### src/rtl/kitchen_link_responder_if.sv
// Line-side and status bundle for kitchen_link_responder.
// The master drives rx; the slave (the responder) drives everything else.
interface kitchen_link_responder_if #(
  parameter int FIFO_DEPTH = 4
);
  localparam int CW = $clog2(FIFO_DEPTH) + 1;

  logic          rx;
  logic          tx;
  logic          rx_valid;
  logic [7:0]    rx_bits;
  logic          frame_err;
  logic          overflow;
  logic          tx_busy;
  logic [CW-1:0] fifo_count;

  modport master (
    output rx,
    input  tx, rx_valid, rx_bits, frame_err, overflow, tx_busy, fifo_count
  );

  modport slave (
    input  rx,
    output tx, rx_valid, rx_bits, frame_err, overflow, tx_busy, fifo_count
  );
endinterface

### src/rtl/kitchen_link_responder.sv
// 8N1 responder: receives bytes on rx and answers non-zero-type bytes with {byte[7:2],2'b01} on tx.
// Rx result one cycle after the stop-bit sample; acks queue in a FIFO_DEPTH (power of two, >=2) FIFO, dropped when full.
module kitchen_link_responder #(
  parameter int OVERSAMPLE = 16,
  parameter int FIFO_DEPTH = 4
) (
  input  logic clock,
  input  logic reset,
  kitchen_link_responder_if.slave link
);
  localparam int CNT_W = $clog2(OVERSAMPLE);
  localparam int PTR_W = $clog2(FIFO_DEPTH);
  localparam int CW    = PTR_W + 1;

  localparam logic [CNT_W-1:0] CNT_LAST   = CNT_W'(OVERSAMPLE - 1);
  localparam logic [CNT_W-1:0] CNT_HALF   = CNT_W'(OVERSAMPLE / 2 - 1);
  localparam logic [CW-1:0]    COUNT_FULL = CW'(FIFO_DEPTH);

  typedef enum logic [2:0] {R_IDLE, R_START, R_DATA, R_STOP, R_WAIT_HIGH} rx_state_e;
  typedef enum logic [1:0] {T_IDLE, T_START, T_DATA, T_STOP} tx_state_e;

  // Receive path
  logic             sync1_q, sync2_q;
  rx_state_e        rx_state_q, rx_state_d;
  logic [CNT_W-1:0] rx_cnt_q, rx_cnt_d;
  logic [2:0]       rx_idx_q, rx_idx_d;
  logic [7:0]       rx_shift_q, rx_shift_d;
  logic [7:0]       rx_bits_q, rx_bits_d;
  logic             rx_valid_q, rx_valid_d;
  logic             frame_err_q, frame_err_d;
  logic             push;
  logic [7:0]       push_dat;

  // Ack queue
  logic [7:0]       fifo_mem_q [FIFO_DEPTH];
  logic [PTR_W-1:0] wr_ptr_q, wr_ptr_d;
  logic [PTR_W-1:0] rd_ptr_q, rd_ptr_d;
  logic [CW-1:0]    count_q, count_d;
  logic             overflow_q, overflow_d;
  logic             full, empty, pop, push_ok;

  // Transmit path
  logic [CNT_W-1:0] div_q, div_d;
  logic             tick;
  tx_state_e        tx_state_q, tx_state_d;
  logic [7:0]       tx_shift_q, tx_shift_d;
  logic [2:0]       tx_idx_q, tx_idx_d;
  logic             tx_q, tx_d;

  always_comb begin
    rx_state_d  = rx_state_q;
    rx_cnt_d    = rx_cnt_q;
    rx_idx_d    = rx_idx_q;
    rx_shift_d  = rx_shift_q;
    rx_bits_d   = rx_bits_q;
    rx_valid_d  = 1'b0;
    frame_err_d = 1'b0;
    push        = 1'b0;
    push_dat    = {rx_shift_q[7:2], 2'b01};
    case (rx_state_q)
      R_IDLE: begin
        rx_cnt_d = '0;
        if (!sync2_q) rx_state_d = R_START;
      end
      R_START: begin
        rx_cnt_d = rx_cnt_q + 1'b1;
        if (rx_cnt_q == CNT_HALF) begin
          // Mid-start recheck; a high level here was a glitch, not a frame.
          rx_cnt_d   = '0;
          rx_idx_d   = '0;
          rx_state_d = sync2_q ? R_IDLE : R_DATA;
        end
      end
      R_DATA: begin
        rx_cnt_d = rx_cnt_q + 1'b1;
        if (rx_cnt_q == CNT_LAST) begin
          rx_cnt_d   = '0;
          rx_shift_d = {sync2_q, rx_shift_q[7:1]};
          rx_idx_d   = rx_idx_q + 1'b1;
          if (rx_idx_q == 3'd7) rx_state_d = R_STOP;
        end
      end
      R_STOP: begin
        rx_cnt_d = rx_cnt_q + 1'b1;
        if (rx_cnt_q == CNT_LAST) begin
          rx_cnt_d = '0;
          if (sync2_q) begin
            rx_bits_d  = rx_shift_q;
            rx_valid_d = 1'b1;
            push       = (rx_shift_q[1:0] != 2'b00);
            rx_state_d = R_IDLE;
          end else begin
            frame_err_d = 1'b1;
            rx_state_d  = R_WAIT_HIGH;
          end
        end
      end
      R_WAIT_HIGH: begin
        if (sync2_q) rx_state_d = R_IDLE;
      end
      default: rx_state_d = R_IDLE;
    endcase
  end

  assign tick = (div_q == CNT_LAST);

  always_comb begin
    div_d      = tick ? '0 : div_q + 1'b1;
    tx_state_d = tx_state_q;
    tx_shift_d = tx_shift_q;
    tx_idx_d   = tx_idx_q;
    tx_d       = tx_q;
    pop        = 1'b0;
    if (tick) begin
      case (tx_state_q)
        T_IDLE: begin
          if (!empty) begin
            pop        = 1'b1;
            tx_shift_d = fifo_mem_q[rd_ptr_q];
            tx_d       = 1'b0;
            tx_state_d = T_START;
          end
        end
        T_START: begin
          tx_d       = tx_shift_q[0];
          tx_shift_d = {1'b0, tx_shift_q[7:1]};
          tx_idx_d   = '0;
          tx_state_d = T_DATA;
        end
        T_DATA: begin
          if (tx_idx_q == 3'd7) begin
            tx_d       = 1'b1;
            tx_state_d = T_STOP;
          end else begin
            tx_d       = tx_shift_q[0];
            tx_shift_d = {1'b0, tx_shift_q[7:1]};
            tx_idx_d   = tx_idx_q + 1'b1;
          end
        end
        T_STOP: begin
          tx_d       = 1'b1;
          tx_state_d = T_IDLE;
        end
        default: tx_state_d = T_IDLE;
      endcase
    end
  end

  assign full  = (count_q == COUNT_FULL);
  assign empty = (count_q == '0);

  // A pop in the same cycle frees the slot, so a full queue still accepts the push.
  always_comb begin
    push_ok    = push && (!full || pop);
    overflow_d = push && full && !pop;
    wr_ptr_d   = push_ok ? wr_ptr_q + 1'b1 : wr_ptr_q;
    rd_ptr_d   = pop ? rd_ptr_q + 1'b1 : rd_ptr_q;
    case ({push_ok, pop})
      2'b10:   count_d = count_q + 1'b1;
      2'b01:   count_d = count_q - 1'b1;
      default: count_d = count_q;
    endcase
  end

  always_ff @(posedge clock) begin
    if (reset) begin
      sync1_q     <= 1'b1;
      sync2_q     <= 1'b1;
      rx_state_q  <= R_IDLE;
      rx_cnt_q    <= '0;
      rx_idx_q    <= '0;
      rx_shift_q  <= '0;
      rx_bits_q   <= '0;
      rx_valid_q  <= 1'b0;
      frame_err_q <= 1'b0;
      wr_ptr_q    <= '0;
      rd_ptr_q    <= '0;
      count_q     <= '0;
      overflow_q  <= 1'b0;
      div_q       <= '0;
      tx_state_q  <= T_IDLE;
      tx_shift_q  <= '0;
      tx_idx_q    <= '0;
      tx_q        <= 1'b1;
    end else begin
      sync1_q     <= link.rx;
      sync2_q     <= sync1_q;
      rx_state_q  <= rx_state_d;
      rx_cnt_q    <= rx_cnt_d;
      rx_idx_q    <= rx_idx_d;
      rx_shift_q  <= rx_shift_d;
      rx_bits_q   <= rx_bits_d;
      rx_valid_q  <= rx_valid_d;
      frame_err_q <= frame_err_d;
      wr_ptr_q    <= wr_ptr_d;
      rd_ptr_q    <= rd_ptr_d;
      count_q     <= count_d;
      overflow_q  <= overflow_d;
      div_q       <= div_d;
      tx_state_q  <= tx_state_d;
      tx_shift_q  <= tx_shift_d;
      tx_idx_q    <= tx_idx_d;
      tx_q        <= tx_d;
    end
  end

  always_ff @(posedge clock) begin
    if (!reset && push_ok) fifo_mem_q[wr_ptr_q] <= push_dat;
  end

  assign link.tx         = tx_q;
  assign link.rx_valid   = rx_valid_q;
  assign link.rx_bits    = rx_bits_q;
  assign link.frame_err  = frame_err_q;
  assign link.overflow   = overflow_q;
  assign link.tx_busy    = (tx_state_q != T_IDLE);
  assign link.fifo_count = count_q;
endmodule
### src/flat_wrapper.sv
// flat-port wrapper written by rule: the top's interface ports become plain ports
module kitchen_link_responder_flat 
#(
  parameter int OVERSAMPLE = 16,
  parameter int FIFO_DEPTH = 4
)
  (clock, reset, link_rx, link_tx, link_rx_valid, link_rx_bits, link_frame_err, link_overflow, link_tx_busy, link_fifo_count);
  kitchen_link_responder_if #(.FIFO_DEPTH(FIFO_DEPTH)) link_i ();
  input  logic clock;
  input  logic reset;
  input wire logic [$bits(link_i.rx)-1:0] link_rx;
  output wire logic [$bits(link_i.tx)-1:0] link_tx;
  output wire logic [$bits(link_i.rx_valid)-1:0] link_rx_valid;
  output wire logic [$bits(link_i.rx_bits)-1:0] link_rx_bits;
  output wire logic [$bits(link_i.frame_err)-1:0] link_frame_err;
  output wire logic [$bits(link_i.overflow)-1:0] link_overflow;
  output wire logic [$bits(link_i.tx_busy)-1:0] link_tx_busy;
  output wire logic [$bits(link_i.fifo_count)-1:0] link_fifo_count;
  assign link_i.rx = link_rx;
  assign link_tx = link_i.tx;
  assign link_rx_valid = link_i.rx_valid;
  assign link_rx_bits = link_i.rx_bits;
  assign link_frame_err = link_i.frame_err;
  assign link_overflow = link_i.overflow;
  assign link_tx_busy = link_i.tx_busy;
  assign link_fifo_count = link_i.fifo_count;
  kitchen_link_responder #(.OVERSAMPLE(OVERSAMPLE), .FIFO_DEPTH(FIFO_DEPTH)) u_core (.clock(clock), .reset(reset), .link(link_i));
endmodule
### config.mk
export PLATFORM = sky130hd
export DESIGN_NAME = kitchen_link_responder_flat
export DESIGN_NICKNAME = d
export VERILOG_FILES = /design/src/rtl/kitchen_link_responder_if.sv /design/src/rtl/kitchen_link_responder.sv /design/src/flat_wrapper.sv
export SDC_FILE = /design/constraint.sdc
export NUM_CORES = 1
export LEC_CHECK = 0
export CAP_MARGIN = 5
export CORE_MARGIN = 2
export CORE_UTILIZATION = 35
export DETAILED_ROUTE_END_ITERATION = 6
export GPL_TIMING_DRIVEN = 0
export SYNTH_ARGS = -nofsm -noshare
export SYNTH_HDL_FRONTEND = slang
export SYNTH_SLANG_ARGS = --single-unit
### constraint.sdc
create_clock -name clock -period 2.29 [get_ports clock]
set_input_delay 0.458 -clock clock [delete_from_list [all_inputs] [get_ports clock]]
set_output_delay 0.458 -clock clock [all_outputs]
set_load 0.01 [all_outputs]
==> results.cfg <==
[floorplanning]
core_sq_mm = 0.0101
std_cell_rows = 37
die_width_um = 105
dieArea_sq_mm = 0.0111
die_h_um = 105
start_util = 0.355
io_pins = 19

[timing]
clock.fmax_mhz = 438
finalCritPeriodShare = 0.997
slew_headroom = 0.577
clock_skew_ns = 0.00604
tns_ns = 0
fin_ws_ns = 0.00630
rsz0062_at_grt = true
hold_violations = 0
min_period_ns = 2.28
tightest_slew_ns = 0.634
slew_viol_final = 0
setup_viol = 0

[power]
peakVddDrop_uv = 389
p_leak_nw = 1.44
power_per_cell_area_mw_per_mm2 = 589
p_total_mw = 2.52

[cts]
cts-root-buf = clkbuf_8
cts_sinks = 82
clk_pin_slew_ns = 0.09
clkLatencyLatePin_ns = 0.35
numCtsBuffers = 9
tritoncts = built
cts_buffer_depth = 2
holdBufCountCts = 0
htree_levels = 3

[logic_synthesis]
yosysTopAreaCell = dfxtp_1
synth_area_sq_mm = 0.00360
ys.flop_type = dfxtp_1
ys_ff_latch = 82
ys_types = 55
syn_nets = 356
synth_top_area_share = 0.322
synth-edff-count = 24
yosysMostFrequentCell = dfxtp_1
syn_avg_cell_area_sq_um = 10.7
synth_common_cells = 58 x dfxtp_1, 54 x nor2_1, 24 x edfxtp_1, 24 x mux2i_1, 18 x a21oi_1
synthTopCellsByArea = dfxtp_1 32%, edfxtp_1 20%, mux2i_1 6.7%, nor2_1 5.6%, ha_1 5.2%
yosys_warnings = 0
ys_seq_area_frac = 0.523
async_flop_share = 0
syn_inst = 337

[place]
dpl-instance-area_sq_mm = 0.00394
hpwl_um = 4850
routabilityCongestion = 0.801
io_buffer_count = 17
pre_cts_slack_ns = -0.233

[global_routing]
antenna_found_initial = 0
grt_pass1_wl_um = 11800
grt_max_degree = 17
grt_use_total = 0.132
overflow = 0
grt_pass1_vias = 2569

[detailed_routing]
drc = 0
met2_wirelength_um = 3510
drt_iter0_drc = 120
highest_layer = met4
vias = 2575
totalWireLength_um = 7130
drt_first_pass_iters = 4
final_antenna_net_count = 0
routedWlPerCell_um = 13.9
via_per_inst = 5.01
wl_met1_um = 3330
dr_wl_met3_um = 175

[layout]
syn2layout_area_growth_pct = 18.8
fin_util = 0.422
antenna-diode-count = 0
stdcell_area_sq_mm = 0.00428
drive_gt1_frac = 0.183
nets = 392

[job]
maxCapViolCount = 0

[critical_path]
cp_max_fo = 8
max_stage_delay_ns = 0.54
arrival_ns = 2.51
start_kind = flop
crit_chain = ha_2, buf_6, and4_4, nand3_4, nand2_2, fa_1, nor2_2, or3_4, a21oi_4, a221oi_2
endpoint_kind = flop
crit_type = reg2reg
crit_slowest_cell = fa_1
cp.required_ns = 2.52

[status]
status = completed

[hold_path]
min_path_type = reg2reg
==> cell type report <==
type | instances | area [sq um]
inverters | 11 | 43.8
well taps | 136 | 170
flip-flops and latches | 82 | 1890
clock inverters | 7 | 62.6
clock buffers | 9 | 124
multi-input cells | 225 | 1660
repair buffers | 25 | 230
plain buffers | 19 | 97.6
fillers | 965 | 5860
==> layout by cell type, fill, tap and decap left out, types with 7 or more instances in the layout <==
master and instances:
a21oi_1 17, buf_4 11, clkbuf_1 8, clkbuf_8 9
clkdlybuf4s50_1 17, dfxtp_1 53, edfxtp_1 24, ha_1 12
inv_1 9, mux2i_1 24, nand2_1 13, nand3_1 9
nor2_1 52, nor3_1 7, o21ai_0 8
==> kinds of logic after synthesis <==
| group | count (synthesis) | share of synthesized area |
|---|---|---|
| AND/OR/NAND/NOR | 118 | 0.162 |
| flip-flops | 82 | 0.523 |
| AO/OA/AOI/OAI | 54 | 0.0969 |
| multiplexers | 32 | 0.110 |
| buffers and inverters | 30 | 0.0386 |
| adder cells (fa/ha/maj) | 16 | 0.0577 |
| XOR/XNOR | 5 | 0.0122 |
==> state kept, by name, indices dropped and copies added, names as in the netlist, named ones only <==
| name | count |
|---|---|
| u_core.fifo_mem_q | 24 |
| u_core.link.rx_bits | 8 |
| u_core.rx_shift_q | 8 |
| u_core.tx_shift_q | 8 |
| u_core.div_q | 4 |
| u_core.rx_cnt_q | 4 |
| u_core.link.fifo_count | 3 |
| u_core.rx_idx_q | 3 |
| u_core.rx_state_q | 3 |
| u_core.tx_idx_q | 3 |
| u_core.rd_ptr_q | 2 |
| u_core.tx_state_q | 2 |
| u_core.wr_ptr_q | 2 |
| u_core.link.frame_err | 1 |
| u_core.link.overflow | 1 |
| u_core.link.rx_valid | 1 |
| u_core.link.tx | 1 |
| u_core.sync1_q | 1 |
| u_core.sync2_q | 1 |
==> power by group <==
group	switching, mW	internal, mW	total, mW
logic	0.0305	0.0150	0.0455
clock network	0.560	0.416	0.976
registers	0.00835	1.49	1.50
==> through the flow <==
stage / hold WS, ns / instances
finish: 0.413 / 514
global route: 0.434 / 514
CTS: 0.415 / 508
detailed placement: 0.396 / 490
global placement: 0.400 / 490
floorplan: 0.389 / 337
==> routing by layer <==
metal | vias to the layer above | track usage
li1 | 1278 | -
met1 | 1249 | 0.165
met2 | 36 | 0.224
met3 | 12 | 0.0284
met4 | 0 | 0.0495
met5 | - | 0
==> final timing paths <==
kind,from,to,slack [ns],cells after the start
worst min register to register,u_core.sync1_q,u_core.sync2_q,0.41,1
worst min-delay path,u_core.sync1_q,u_core.sync2_q,0.41,1
worst max register to register,u_core.rx_cnt_q[0],u_core.link.fifo_count[1],0.006,10
worst max-delay path,u_core.rx_cnt_q[0],u_core.link.fifo_count[1],0.006,10
==> critical path, delay by kind of cell (launching register included) <==
| kind | cells | cell delay, ns |
|---|---|---|
| flops | 1 | 0.35 |
| fa+ha+maj | 2 | 0.72 |
| simple gates | 5 | 0.79 |
| buf+inv | 1 | 0.13 |
| compound gates | 2 | 0.17 |
==> what timing repair did <==
| action | in CTS | in global routing |
|---|---|---|
| buffers inserted | 2 | 6 |
| pin swaps | 2 | 8 |
| gates resized for setup | 5 | 21 |
| setup endpoints to repair | 2 | 25 |
Note: power is estimated with default switching activity, not from simulation.
